==> config.mk <==
export PLATFORM = sky130hd
export DESIGN_NAME = thermo_fan_ctrl_flat
export DESIGN_NICKNAME = d
export VERILOG_FILES = /design/src/rtl/thermo_fan_ctrl_if.sv /design/src/rtl/thermo_fan_ctrl.sv /design/src/flat_wrapper.sv
export SDC_FILE = /design/constraint.sdc
export NUM_CORES = 1
export LEC_CHECK = 0
export CORE_UTILIZATION = 52
export CTS_CLUSTER_SIZE = 40
export DETAILED_ROUTE_END_ITERATION = 10
export PLACE_DENSITY = 0.76
export SYNTH_ARGS = -nofsm -noshare
export SYNTH_HDL_FRONTEND = slang
export SYNTH_SLANG_ARGS = --single-unit
==> constraint.sdc <==
create_clock -name CLK -period 2.5 [get_ports CLK]
set_input_delay 0.75 -clock CLK [delete_from_list [all_inputs] [get_ports CLK]]
set_output_delay 0.75 -clock CLK [all_outputs]
set_load 0.1 [all_outputs]
==> src/rtl/thermo_fan_ctrl_if.sv <==
// Signal bundle between the configuration/board side and the thermal fan controller.
// The master drives the thermostat and config bits; the slave (the controller) returns fan status.
interface thermo_fan_ctrl_if #(
    parameter int CNT_W = 16
);
    logic             THERMO;
    logic             AUTO_EN;
    logic             FORCE_REQ;
    logic             FAN_ON;
    logic             THERMO_DB;
    logic [1:0]       STATE;
    logic [CNT_W-1:0] OVERHEAT_CNT;

    modport master (
        output THERMO,
        output AUTO_EN,
        output FORCE_REQ,
        input  FAN_ON,
        input  THERMO_DB,
        input  STATE,
        input  OVERHEAT_CNT
    );

    modport slave (
        input  THERMO,
        input  AUTO_EN,
        input  FORCE_REQ,
        output FAN_ON,
        output THERMO_DB,
        output STATE,
        output OVERHEAT_CNT
    );
endinterface

==> src/rtl/thermo_fan_ctrl.sv <==
// Thermal fan controller: synchronises and debounces THERMO, runs the OFF/HOT/HOLD/FORCED
// state machine with a minimum fan hold time, and counts overheat entries for readback.
module thermo_fan_ctrl #(
    parameter int SYS_CLK_FREQ    = 20480000,
    parameter int TICK_CYCLES     = SYS_CLK_FREQ / 1000,
    parameter int DEBOUNCE_CYCLES = 2048,
    parameter int MIN_ON_MS       = 5000,
    parameter int CNT_W           = 16
) (
    input  logic             CLK,
    input  logic             RESET_N,
    thermo_fan_ctrl_if.slave bus
);

    localparam logic [1:0] ST_OFF    = 2'd0;
    localparam logic [1:0] ST_HOT    = 2'd1;
    localparam logic [1:0] ST_HOLD   = 2'd2;
    localparam logic [1:0] ST_FORCED = 2'd3;

    localparam int TICK_W = (TICK_CYCLES > 1) ? $clog2(TICK_CYCLES) : 1;
    localparam int DB_W   = (DEBOUNCE_CYCLES > 1) ? $clog2(DEBOUNCE_CYCLES) : 1;
    localparam int HOLD_W = (MIN_ON_MS > 0) ? $clog2(MIN_ON_MS + 1) : 1;

    localparam logic [TICK_W-1:0] TICK_LAST = TICK_W'(TICK_CYCLES - 1);
    localparam logic [TICK_W-1:0] TICK_ONE  = TICK_W'(1);
    localparam logic [DB_W-1:0]   DB_LAST   = DB_W'(DEBOUNCE_CYCLES - 1);
    localparam logic [DB_W-1:0]   DB_ONE    = DB_W'(1);
    localparam logic [HOLD_W-1:0] HOLD_LOAD = HOLD_W'(MIN_ON_MS);
    localparam logic [HOLD_W-1:0] HOLD_ONE  = HOLD_W'(1);
    localparam logic [HOLD_W-1:0] HOLD_ZERO = HOLD_W'(0);
    localparam logic [CNT_W-1:0]  CNT_ONE   = CNT_W'(1);

    // All-ones is sticky so readback never wraps back to a small value.
    function automatic logic [CNT_W-1:0] sat_inc(input logic [CNT_W-1:0] value);
        if (&value) begin
            return value;
        end else begin
            return value + CNT_ONE;
        end
    endfunction

    logic              sync1_r;
    logic              sync2_r;
    logic              thermo_s;
    logic [DB_W-1:0]   db_cnt_r;
    logic [DB_W-1:0]   db_cnt_s;
    logic              thermo_db_r;
    logic              thermo_db_s;
    logic [TICK_W-1:0] pre_r;
    logic [TICK_W-1:0] pre_s;
    logic              tick_s;
    logic              hot_s;
    logic [1:0]        state_r;
    logic [1:0]        state_s;
    logic [HOLD_W-1:0] hold_r;
    logic [HOLD_W-1:0] hold_s;
    logic [CNT_W-1:0]  cnt_r;
    logic [CNT_W-1:0]  cnt_s;
    logic              fan_r;
    logic              fan_s;

    assign thermo_s = sync2_r;
    assign hot_s    = bus.AUTO_EN & thermo_db_r;

    // Two-flop synchroniser for the asynchronous thermostat input.
    always_ff @(posedge CLK or negedge RESET_N) begin
        if (!RESET_N) begin
            sync1_r <= 1'b0;
            sync2_r <= 1'b0;
        end else begin
            sync1_r <= bus.THERMO;
            sync2_r <= sync1_r;
        end
    end

    // Debounce: accept a new level only after it has differed for DEBOUNCE_CYCLES cycles in a row.
    always_comb begin
        db_cnt_s    = db_cnt_r;
        thermo_db_s = thermo_db_r;
        if (thermo_s == thermo_db_r) begin
            db_cnt_s = '0;
        end else if (db_cnt_r == DB_LAST) begin
            db_cnt_s    = '0;
            thermo_db_s = ~thermo_db_r;
        end else begin
            db_cnt_s = db_cnt_r + DB_ONE;
        end
    end

    // Debounce state registers.
    always_ff @(posedge CLK or negedge RESET_N) begin
        if (!RESET_N) begin
            db_cnt_r    <= '0;
            thermo_db_r <= 1'b0;
        end else begin
            db_cnt_r    <= db_cnt_s;
            thermo_db_r <= thermo_db_s;
        end
    end

    // Free-running 1 ms prescaler; the state machine never restarts it.
    always_comb begin
        tick_s = (pre_r == TICK_LAST);
        if (tick_s) begin
            pre_s = '0;
        end else begin
            pre_s = pre_r + TICK_ONE;
        end
    end

    // Prescaler register.
    always_ff @(posedge CLK or negedge RESET_N) begin
        if (!RESET_N) begin
            pre_r <= '0;
        end else begin
            pre_r <= pre_s;
        end
    end

    // Fan state machine; FORCE_REQ outranks everything and a reload masks a coincident tick.
    always_comb begin
        state_s = state_r;
        hold_s  = hold_r;
        cnt_s   = cnt_r;
        case (state_r)
            ST_OFF: begin
                if (bus.FORCE_REQ) begin
                    state_s = ST_FORCED;
                end else if (hot_s) begin
                    state_s = ST_HOT;
                    cnt_s   = sat_inc(cnt_r);
                end else begin
                    state_s = ST_OFF;
                end
            end
            ST_HOT: begin
                if (bus.FORCE_REQ) begin
                    state_s = ST_FORCED;
                end else if (!hot_s) begin
                    state_s = ST_HOLD;
                    hold_s  = HOLD_LOAD;
                end else begin
                    state_s = ST_HOT;
                end
            end
            ST_HOLD: begin
                if (bus.FORCE_REQ) begin
                    state_s = ST_FORCED;
                end else if (hot_s) begin
                    state_s = ST_HOT;
                end else if ((hold_r == HOLD_ZERO) || (tick_s && (hold_r == HOLD_ONE))) begin
                    state_s = ST_OFF;
                end else if (tick_s) begin
                    hold_s = hold_r - HOLD_ONE;
                end else begin
                    hold_s = hold_r;
                end
            end
            ST_FORCED: begin
                if (!bus.FORCE_REQ) begin
                    state_s = ST_HOLD;
                    hold_s  = HOLD_LOAD;
                end else begin
                    state_s = ST_FORCED;
                end
            end
            default: begin
                state_s = ST_OFF;
            end
        endcase
        fan_s = (state_s != ST_OFF);
    end

    // State, hold timer, event counter and fan drive all update on the same edge.
    always_ff @(posedge CLK or negedge RESET_N) begin
        if (!RESET_N) begin
            state_r <= ST_OFF;
            hold_r  <= '0;
            cnt_r   <= '0;
            fan_r   <= 1'b0;
        end else begin
            state_r <= state_s;
            hold_r  <= hold_s;
            cnt_r   <= cnt_s;
            fan_r   <= fan_s;
        end
    end

    assign bus.FAN_ON       = fan_r;
    assign bus.THERMO_DB    = thermo_db_r;
    assign bus.STATE        = state_r;
    assign bus.OVERHEAT_CNT = cnt_r;

endmodule

==> src/flat_wrapper.sv <==
// flat-port wrapper written by rule: the top's interface ports become plain ports
module thermo_fan_ctrl_flat 
#(
    parameter int SYS_CLK_FREQ    = 20480000,
    parameter int TICK_CYCLES     = SYS_CLK_FREQ / 1000,
    parameter int DEBOUNCE_CYCLES = 2048,
    parameter int MIN_ON_MS       = 5000,
    parameter int CNT_W           = 16
)
  (CLK, RESET_N, bus_THERMO, bus_AUTO_EN, bus_FORCE_REQ, bus_FAN_ON, bus_THERMO_DB, bus_STATE, bus_OVERHEAT_CNT);
  thermo_fan_ctrl_if #(.CNT_W(CNT_W)) bus_i ();
  input  logic CLK;
  input  logic RESET_N;
  input wire logic [$bits(bus_i.THERMO)-1:0] bus_THERMO;
  input wire logic [$bits(bus_i.AUTO_EN)-1:0] bus_AUTO_EN;
  input wire logic [$bits(bus_i.FORCE_REQ)-1:0] bus_FORCE_REQ;
  output wire logic [$bits(bus_i.FAN_ON)-1:0] bus_FAN_ON;
  output wire logic [$bits(bus_i.THERMO_DB)-1:0] bus_THERMO_DB;
  output wire logic [$bits(bus_i.STATE)-1:0] bus_STATE;
  output wire logic [$bits(bus_i.OVERHEAT_CNT)-1:0] bus_OVERHEAT_CNT;
  assign bus_i.THERMO = bus_THERMO;
  assign bus_i.AUTO_EN = bus_AUTO_EN;
  assign bus_i.FORCE_REQ = bus_FORCE_REQ;
  assign bus_FAN_ON = bus_i.FAN_ON;
  assign bus_THERMO_DB = bus_i.THERMO_DB;
  assign bus_STATE = bus_i.STATE;
  assign bus_OVERHEAT_CNT = bus_i.OVERHEAT_CNT;
  thermo_fan_ctrl #(.SYS_CLK_FREQ(SYS_CLK_FREQ), .TICK_CYCLES(TICK_CYCLES), .DEBOUNCE_CYCLES(DEBOUNCE_CYCLES), .MIN_ON_MS(MIN_ON_MS), .CNT_W(CNT_W)) u_core (.CLK(CLK), .RESET_N(RESET_N), .bus(bus_i));
endmodule
==> results of run 1 <==
[logic make-up after synthesis]
logic type      after synthesis  synth area share (%)
buf+inv                      13                 1.697
xor+xnor                     34                 10.10
fa+ha+maj                     5                 2.121
flops                        61                 51.76
mux                           6                 2.206
simple gates                136                 24.78
compound gates               36                 7.340
[repair_timing]
action / 4_1_cts / 5_1_grt
buffers inserted: 2 / 0
resized for setup: 4 / 1
hold buffers: 0 / 0
pin swaps: 2 / 0
setup endpoints to repair: 3 / 3
endpoints found under the hold margin: 0 / 0
[worst max-delay path by stage]
stage / start / endpoint / slack [ns]
after floorplan: bus_FORCE_REQ / u_core.hold_r[11]$_DFFE_PN0P_ / 0.01
after CTS: u_core.pre_r[13]$_DFF_PN0_ / u_core.hold_r[11]$_DFFE_PN0P_ / 0.02
after global placement: bus_AUTO_EN / u_core.hold_r[11]$_DFFE_PN0P_ / -0.41
after detailed placement: bus_AUTO_EN / u_core.hold_r[11]$_DFFE_PN0P_ / -0.50
after global routing: u_core.pre_r[4]$_DFF_PN0_ / u_core.hold_r[11]$_DFFE_PN0P_ / 0.01
final: bus_FORCE_REQ / u_core.hold_r[9]$_DFFE_PN0P_ / 0.04
[cell usage in the layout, fill, tap and decap left out, types with 5 or more instances in the layout]
master     n
and3_1    10
o21ai_0    9
dfrtp_1   58
or4_1      5
inv_1      8
a21oi_1   10
nand3_1   15
nor4_1     5
nor2_1    34
nand4_1    9
ha_1       5
and4_1     6
nor3_1     7
xor2_1    15
nand2_1   20
clkbuf_8  10
or3_1      8
buf_4     41
xnor2_1   19
[layer usage]
layer | global-route usage [%] | up-vias
met2 | 33.36 | 37
li1 | - | 1153
met1 | 29.49 | 1118
met5 | 0 | -
met4 | 10.75 | 0
met3 | 5.000 | 12
[stage by stage]
step,total power (µW),instances
2_1_floorplan,1045,291
3_3_place_gp,1080,401
3_5_place_dp,1080,401
4_1_cts,1941,419
5_1_grt,1989,419
6_report,1914,419
[report_power, final]
part	internal (µW)	total, µW	switching (µW)	leakage (µW)
clock network	485	854	370	0.0000964
registers	994	1000	7.29	0.000789
logic	18.1	58.6	40.5	0.000716
[sequential cells by signal (all words and copies together) (netlist names)]
name	cells
u_core.bus.OVERHEAT_CNT	16
u_core.bus.THERMO_DB	1
u_core.sync2_r	1
u_core.db_cnt_r	11
u_core.bus.STATE	2
u_core.sync1_r	1
u_core.bus.FAN_ON	1
u_core.hold_r	13
u_core.pre_r	15
[critical path, delay by kind of cell]
family | cells | cell delay [ns]
buffers and inverters | 2 | 0.60
AND/OR/NAND/NOR | 4 | 1.37
[area by class of cell]
type / count / area share (%)
inverter: 8 / 0.8395
clock inverter: 4 / 1.329
tap: 72 / 2.518
clock buffer: 12 / 4.057
sequential: 61 / 42.85
multi-input combinational: 217 / 38.86
timing repair buffer: 45 / 9.549
==> results.toml, run 1 <==
[outcome]
outcome = "completed"

[sta]
finalCritPeriodShare_pct = 98.35
whs_ns = 0.3780
slew_viol_final = 0
min_period_ns = 2.459
fin_tns_setup_ns = 0
hold_violations = 0
fin_skew_ns = 0.008133
layout_setup_ws_ns = 0.04127
worst_pin_slew_ns = 0.5302
rsz0062_at_grt = "no"
timing.fmax_mhz = 406.7
final-setup-viol-count = 0
maxSlewHeadroom_pct = 64.35

[route]
route.detailed.drc = 0
wl_met3_um = 160
drtPass1Iterations = 4
num_vias = 2320
wl_met2_um = 2760
topRoutingLayerUsed = "met4"
wl_um = 5854
ant_nets = 0
via_per_inst = 5.537
post_drt_wl_per_cell_um = 13.97
met1Wirelength_um = 2801
initialDrtViolationCount = 160

[layout]
final_nets = 352
area.growth.synth_to_final_pct = 21.30
design_area_um2 = 3577
fin_util_pct = 65.36
num-fill-cells = 453
register_area_um2 = 1533
diodes = 0
drive_above_1_share_pct = 20.17
multi_input_area_um2 = 1390

[place]
io_buffers = 24
place_ws_ns = -0.5008
dp_hpwl_um = 4183
place_area_um2 = 3356
place.gp.congestion = 0.8296

[clock_network]
cts_made_buffers = 9
cts.path.max_buffers = 2
cts_tree = "built"
clk_pin_slew_ns = 0.07
htreeDepth = 3
cts.sinks = 61
root_buffer = "clkbuf_8"
worstSkewPairLatency_ns = 0.33

[critical_path]
cpPeakStageDelay_ns = 0.55
reg2regPathDepth = 5
worstReg2RegEnd = "u_core.hold_r[11]$_DFFE_PN0P_"
critical_path_arrival_ns = 2.72
r2r_slack_ns = 0.10
worstPathRequired_ns = 2.76
r2r_start = "u_core.pre_r[14]$_DFF_PN0_"
crit_path_end_kind = "flip-flop"
cpMaxStageDelayCell = "or4b_4"
crit_chain = "clkdlybuf4s50_1 -> or4b_4 -> buf_4 -> or4_1 -> or3_1 -> nand3_1"
cp-start-kind = "input port"
crit_fanout = 3
worstSetupPathType = "input port to flip-flop"

[floorplan]
die_x_um = 77.31
ios = 25
initial_core_util_pct = 53.89
core_area_um2 = 5473
std_cell_rows = 27
dieHeight_um = 77.31
die_area_um2 = 5977

[yosys]
synth_top_cell_area_share_pct = 51.76
synth_area_um2 = 2949
ys_types = 42
synth_largest_area_cell = "dfrtp_1"
ys_top_cells_by_area = "dfrtp_1 52%, xnor2_1 5.6%, xor2_1 4.5%"
synth.net_count = 301
async_reset_ff_share_pct = 100.0
synth_seq_cells = 61
synth_cells = 291
avgSynthCellArea_um2 = 10.13
synth_flop_cell = "dfrtp_1"
ys_seq_area_share_pct = 51.76
synth_most_common_cell = "dfrtp_1"
synth_warnings = 0
synth-edff-count = 0
synth_commonest_cells = "61 x dfrtp_1, 34 x nor2_1, 20 x nand2_1"

[grt]
grt_first_pass_wirelength_um = 10110
antenna_found_initial = 0
grt_usage_pct = 21.95
grt_pass1_vias = 2204
grt-ovfl-total = 0
grt_max_degree = 36

[hold_path]
min_to = "u_core.sync2_r$_DFF_PN0_"
hold_path_class = "flip-flop to flip-flop"
hp-start = "u_core.sync1_r$_DFF_PN0_"
hold_depth = 0

[power_and_ir_drop]
p_per_area_nw_per_um2 = 535.1
power.leakage_uw = 0.001602
ir_worst_vdd_mv = 0.3978

[job]
max_cap_violations = 0
Power figures use the tool's default switching activity.
==> run 2, diff against run 1 <==
--- a/config.mk
+++ b/config.mk
@@ -10,2 +10,3 @@
 export DETAILED_ROUTE_END_ITERATION = 10
+export GPL_ROUTABILITY_DRIVEN = 1
 export PLACE_DENSITY = 0.76
--- a/constraint.sdc
+++ b/constraint.sdc
@@ -3,2 +3,2 @@
 set_output_delay 0.75 -clock CLK [all_outputs]
-set_load 0.1 [all_outputs]
+set_load 0.01 [all_outputs]
==> run 2 against run 1 <==
- wire length is 2.6% lower
- final cell count rose by 0.24%
- die area unchanged
- critical path depth down 1
- clock skew fell by 0.0033 ns
- highest routed layer unchanged
- utilization grew 1.0 points
==> results.toml, run 2 (synthesized netlist as in run 1, its figures left out) <==
[route]
drtPass1Iterations = 4
wl_um = 5700
route.detailed.drc = 0
num_vias = 2312
ant_nets = 0
post_drt_wl_per_cell_um = 13.57
via_per_inst = 5.505
initialDrtViolationCount = 117

[layout]
num-fill-cells = 436
multi_input_area_um2 = 1386
register_area_um2 = 1526
final_cell_mix = "61 x dfrtp_1, 34 x nor2_1, 23 x buf_4"
final_common_cell = "dfrtp_1"
largest_reg_flops = 16
area.growth.synth_to_final_pct = 23.16
diodes = 0
drive_above_1_share_pct = 13.22
final_nets = 354

[grt]
grt_pass1_vias = 2252
grt_first_pass_wirelength_um = 10190
grt-ovfl-total = 0
grt_usage_pct = 21.92
grt_max_degree = 37
antenna_found_initial = 0

[sta]
layout_setup_ws_ns = 0.06289
fin_skew_ns = 0.004811
min_period_ns = 2.437
final-setup-viol-count = 0
whs_ns = 0.3505
worst_pin_slew_ns = 0.5032
rsz0062_at_grt = "no"
timing.fmax_mhz = 410.3
hold_violations = 0
finalCritPeriodShare_pct = 97.48
slew_viol_final = 0
maxSlewHeadroom_pct = 66.23

[floorplan]
die_x_um = 77.31
die_area_um2 = 5977
dieHeight_um = 77.31
ios = 25
std_cell_rows = 27
initial_core_util_pct = 53.89
core_area_um2 = 5473

[clock_network]
worstSkewPairLatency_ns = 0.33
ctsHoldBuffers = 0
cts_tree = "built"
cts.sinks = 61
post_cts_resized = 3
htreeDepth = 3
clk_pin_slew_ns = 0.06
post-cts-setup-buffers = 0
cts.path.max_buffers = 2
root_buffer = "clkbuf_8"
cts_made_buffers = 9

[power_and_ir_drop]
p_per_area_nw_per_um2 = 527.2
switching_power_uw = 390.6
pwr-share-seq_pct = 52.2
ir_worst_vdd_mv = 0.4160
power.leakage_uw = 0.001581
p_clk_share_pct = 44.8
combPwrFrac_pct = 3.0
intPower_uw = 1524
switching_share_pct = 20.40

[critical_path]
crit_path_end_kind = "flip-flop"
cpMaxStageDelayCell = "or4b_4"
worstPathRequired_ns = 2.76
r2r_slack_ns = 0.12
r2r_start = "u_core.pre_r[13]$_DFF_PN0_"
crit_family = "simple AND/OR/NAND/NOR gates"
cp-start-kind = "input port"
cpPeakStageDelay_ns = 0.58
crit_fanout = 4
critPathBufInv = 1
reg2regPathDepth = 5
crit_chain = "clkdlybuf4s50_1 -> or4b_4 -> or4_4 -> or3_1 -> a21oi_1"
worstReg2RegEnd = "u_core.hold_r[9]$_DFFE_PN0P_"
critical_path_arrival_ns = 2.69
worstSetupPathType = "input port to flip-flop"

[hold_path]
min_to = "u_core.sync2_r$_DFF_PN0_"
hold_path_class = "flip-flop to flip-flop"
hp-start = "u_core.sync1_r$_DFF_PN0_"
hold_depth = 0

[place]
dp_hpwl_um = 4042
io_buffers = 24
place.gp.congestion = 0.8383
place_ws_ns = -0.4383

[job]
max_cap_violations = 0

[outcome]
outcome = "completed"
run 2: worst max path at each step:
stage                                     from                             to  slack [ns]  cells after the start
floorplan                        bus_FORCE_REQ  u_core.hold_r[11]$_DFFE_PN0P_        0.01                      6
global placement                   bus_AUTO_EN  u_core.hold_r[11]$_DFFE_PN0P_       -0.38                      6
detailed placement                 bus_AUTO_EN  u_core.hold_r[11]$_DFFE_PN0P_       -0.44                      6
CTS                 u_core.pre_r[13]$_DFF_PN0_   u_core.hold_r[9]$_DFFE_PN0P_        0.05                      5
global route        u_core.pre_r[13]$_DFF_PN0_   u_core.hold_r[9]$_DFFE_PN0P_        0.01                      5
finish                           bus_FORCE_REQ  u_core.hold_r[11]$_DFFE_PN0P_        0.06                      5
run 2: metal layers:
layer | track usage, % | up-vias | share of wire, %
li1 | - | 1151 | -
met1 | 30.96 | 1108 | 49
met2 | 32.04 | 47 | 46
met3 | 3.690 | 6 | 3.9
met4 | 12.08 | 0 | 1.2
met5 | 0 | - | 0
run 2: area by class of cell:
cell class,count,area share [%]
inverter,8,0.8267
sequential,61,42.03
timing repair buffer,47,11.20
tap,72,2.480
multi-input combinational,217,38.17
clock buffer,14,4.478
clock inverter,1,0.8267
run 2: power by group through the flow:
| stage | logic [µW] | clock network (µW) | registers [µW] |
|---|---|---|---|
| final | 57.1 | 858 | 999 |
| after global routing | 65.6 | 920 | 1000 |
| after CTS | 59.2 | 882 | 999 |
| after detailed placement | 59.6 | 0 | 1020 |
| after global placement | 58.2 | 0 | 1020 |
| after floorplan | 21.3 | 0 | 1020 |
run 2: per-stage QoR:
stage / std cells / power, µW / util [%] / cell area, µm² / TNS (ns)
after CTS: 420 / 1940 / 66.30 / 3628 / 0
after global placement: 405 / 1075 / 62.67 / 3430 / -1.918
after floorplan: 291 / 1038 / - / 2963 / 0
final: 420 / 1915 / 66.37 / 3632 / 0
after global routing: 420 / 1985 / 66.37 / 3632 / 0
after detailed placement: 405 / 1077 / 62.67 / 3430 / -2.351
==> run 3, diff against run 2 <==
Settings changed: CORE_MARGIN from default to 8.
==> run 3 against run 2 <==
- global-route usage decreased by 6.7 points
- clock power shrank 3.1%
- combinational power rose by 3%
- largest cell class unchanged
==> results.toml, run 3 (synthesized netlist as in run 1, its figures left out) <==
[critical_path]
crit_start = "bus_FORCE_REQ"
cpMaxStageDelayCell = "or4b_4"
r2r_slack_ns = 0.06
critical_path_arrival_ns = 2.69
worstReg2RegEnd = "u_core.hold_r[11]$_DFFE_PN0P_"
crit_end = "u_core.hold_r[11]$_DFFE_PN0P_"
crit_path_end_kind = "flip-flop"
r2r_start = "u_core.pre_r[13]$_DFF_PN0_"
worstPathRequired_ns = 2.76
crit_fanout = 4
reg2regPathDepth = 5
crit_chain = "clkdlybuf4s50_1 -> or4b_4 -> or4_4 -> or3_4 -> a21oi_2"
cp-start-kind = "input port"
cpPeakStageDelay_ns = 0.56
worstSetupPathType = "input port to flip-flop"

[grt]
antenna_found_initial = 0
grt_usage_pct = 15.25
grt_pass1_vias = 2195
grt_first_pass_wirelength_um = 10440
grt-ovfl-total = 0
grt_max_degree = 62

[route]
ant_nets = 0
initialDrtViolationCount = 92
drtPass1Iterations = 4
route.detailed.drc = 0
num_vias = 2287
via_per_inst = 5.471
wl_um = 5946
post_drt_wl_per_cell_um = 14.22

[place]
dp_hpwl_um = 4078
io_buffers = 24
place.gp.congestion = 0.8571

[outcome]
outcome = "completed"

[sta]
final-setup-viol-count = 0
finalCritPeriodShare_pct = 97.49
slew_viol_final = 0
hold_violations = 0
worst_pin_slew_ns = 0.4863
timing.fmax_mhz = 410.3
fin_tns_setup_ns = 0
min_period_ns = 2.437
rsz0062_at_grt = "no"
maxSlewHeadroom_pct = 67.36
fin_skew_ns = 0.006921
whs_ns = 0.3625

[clock_network]
cts_tree = "built"
cts.sinks = 61
cts.path.max_buffers = 2
cts_made_buffers = 9
root_buffer = "clkbuf_8"
worstSkewPairLatency_ns = 0.33
post-cts-setup-buffers = 0
htreeDepth = 3
clk_pin_slew_ns = 0.06

[layout]
final_cell_mix = "61 x dfrtp_1, 34 x nor2_1, 22 x clkdlybuf4s50_1"
final_common_cell = "dfrtp_1"
diodes = 0
largest_reg_flops = 16
final_nets = 353
num-fill-cells = 438
area.growth.synth_to_final_pct = 23.76
drive_above_1_share_pct = 14.45

[floorplan]
die_x_um = 91.31
dieHeight_um = 91.31
die_area_um2 = 8338
core_area_um2 = 5507
std_cell_rows = 27
initial_core_util_pct = 53.56
ios = 25

[power_and_ir_drop]
power.leakage_uw = 0.001593
ir_worst_vdd_mv = 0.3134
p_per_area_nw_per_um2 = 517.5

[job]
max_cap_violations = 0

[hold_path]
hold_path_class = "flip-flop to flip-flop"
==> run 3: worst min path at each step <==
stage                                         from                       end  slack, ns  cells after the start
after floorplan           u_core.sync1_r$_DFF_PN0_  u_core.sync2_r$_DFF_PN0_       0.33                      0
after global placement    u_core.sync1_r$_DFF_PN0_  u_core.sync2_r$_DFF_PN0_       0.33                      0
after detailed placement  u_core.sync1_r$_DFF_PN0_  u_core.sync2_r$_DFF_PN0_       0.33                      0
after CTS                 u_core.sync1_r$_DFF_PN0_  u_core.sync2_r$_DFF_PN0_       0.37                      0
after global routing      u_core.sync1_r$_DFF_PN0_  u_core.sync2_r$_DFF_PN0_       0.37                      0
final                     u_core.sync1_r$_DFF_PN0_  u_core.sync2_r$_DFF_PN0_       0.36                      0
==> run 3: worst max-delay path, delay by kind of cell <==
| family | cells | cell delay (ns) |
|---|---|---|
| buffers and inverters | 1 | 0.44 |
| AND/OR/NAND/NOR | 3 | 1.39 |
| AO/OA/AOI/OAI | 1 | 0.11 |
==> run 3: what timing repair did <==
action	CTS	global route
pin swaps	1	2
endpoints found under the setup margin	2	2
gates resized for setup	1	8
hold buffers	0	0
==> run 3: area by class of cell <==
class	count	area, µm²	share of cell area, %
clock buffers	12	145.1	3.977
clock inverters	2	35.03	0.9599
inverters	8	30.03	0.8228
multi-input cells	217	1408	38.57
flip-flops and latches	61	1526	41.82
well taps	72	90.09	2.468
repair buffers	46	415.4	11.38
==> run 3: through the flow <==
| step | cells | worst slack (ns) | total power, µW | utilization, % | cell area [µm²] |
|---|---|---|---|---|---|
| floorplan | 291 | 0.01413 | 1038 | - | 2963 |
| global placement | 404 | -0.4071 | 1076 | 62.37 | 3435 |
| detailed placement | 404 | -0.4451 | 1078 | 62.37 | 3435 |
| CTS | 418 | 0.03211 | 1919 | 65.71 | 3618 |
| global route | 418 | 0.01900 | 1970 | 66.28 | 3650 |
| finish | 418 | 0.06284 | 1889 | 66.28 | 3650 |
==> run 3: per-layer routing <==
layer	GRT usage, %	wire, µm	vias to the layer above
li1	-	-	1152
met1	20.22	2875	1098
met2	22.67	2758	30
met3	3.868	230	7
met4	7.503	80	0
met5	0	0	-
==> run 3: where the power goes <==
part           total, µW  internal, µW  switching (µW)
sequential           999           994            5.58
clock                831           476             355
combinational       58.6          21.1            37.6
total               1890          1490             398
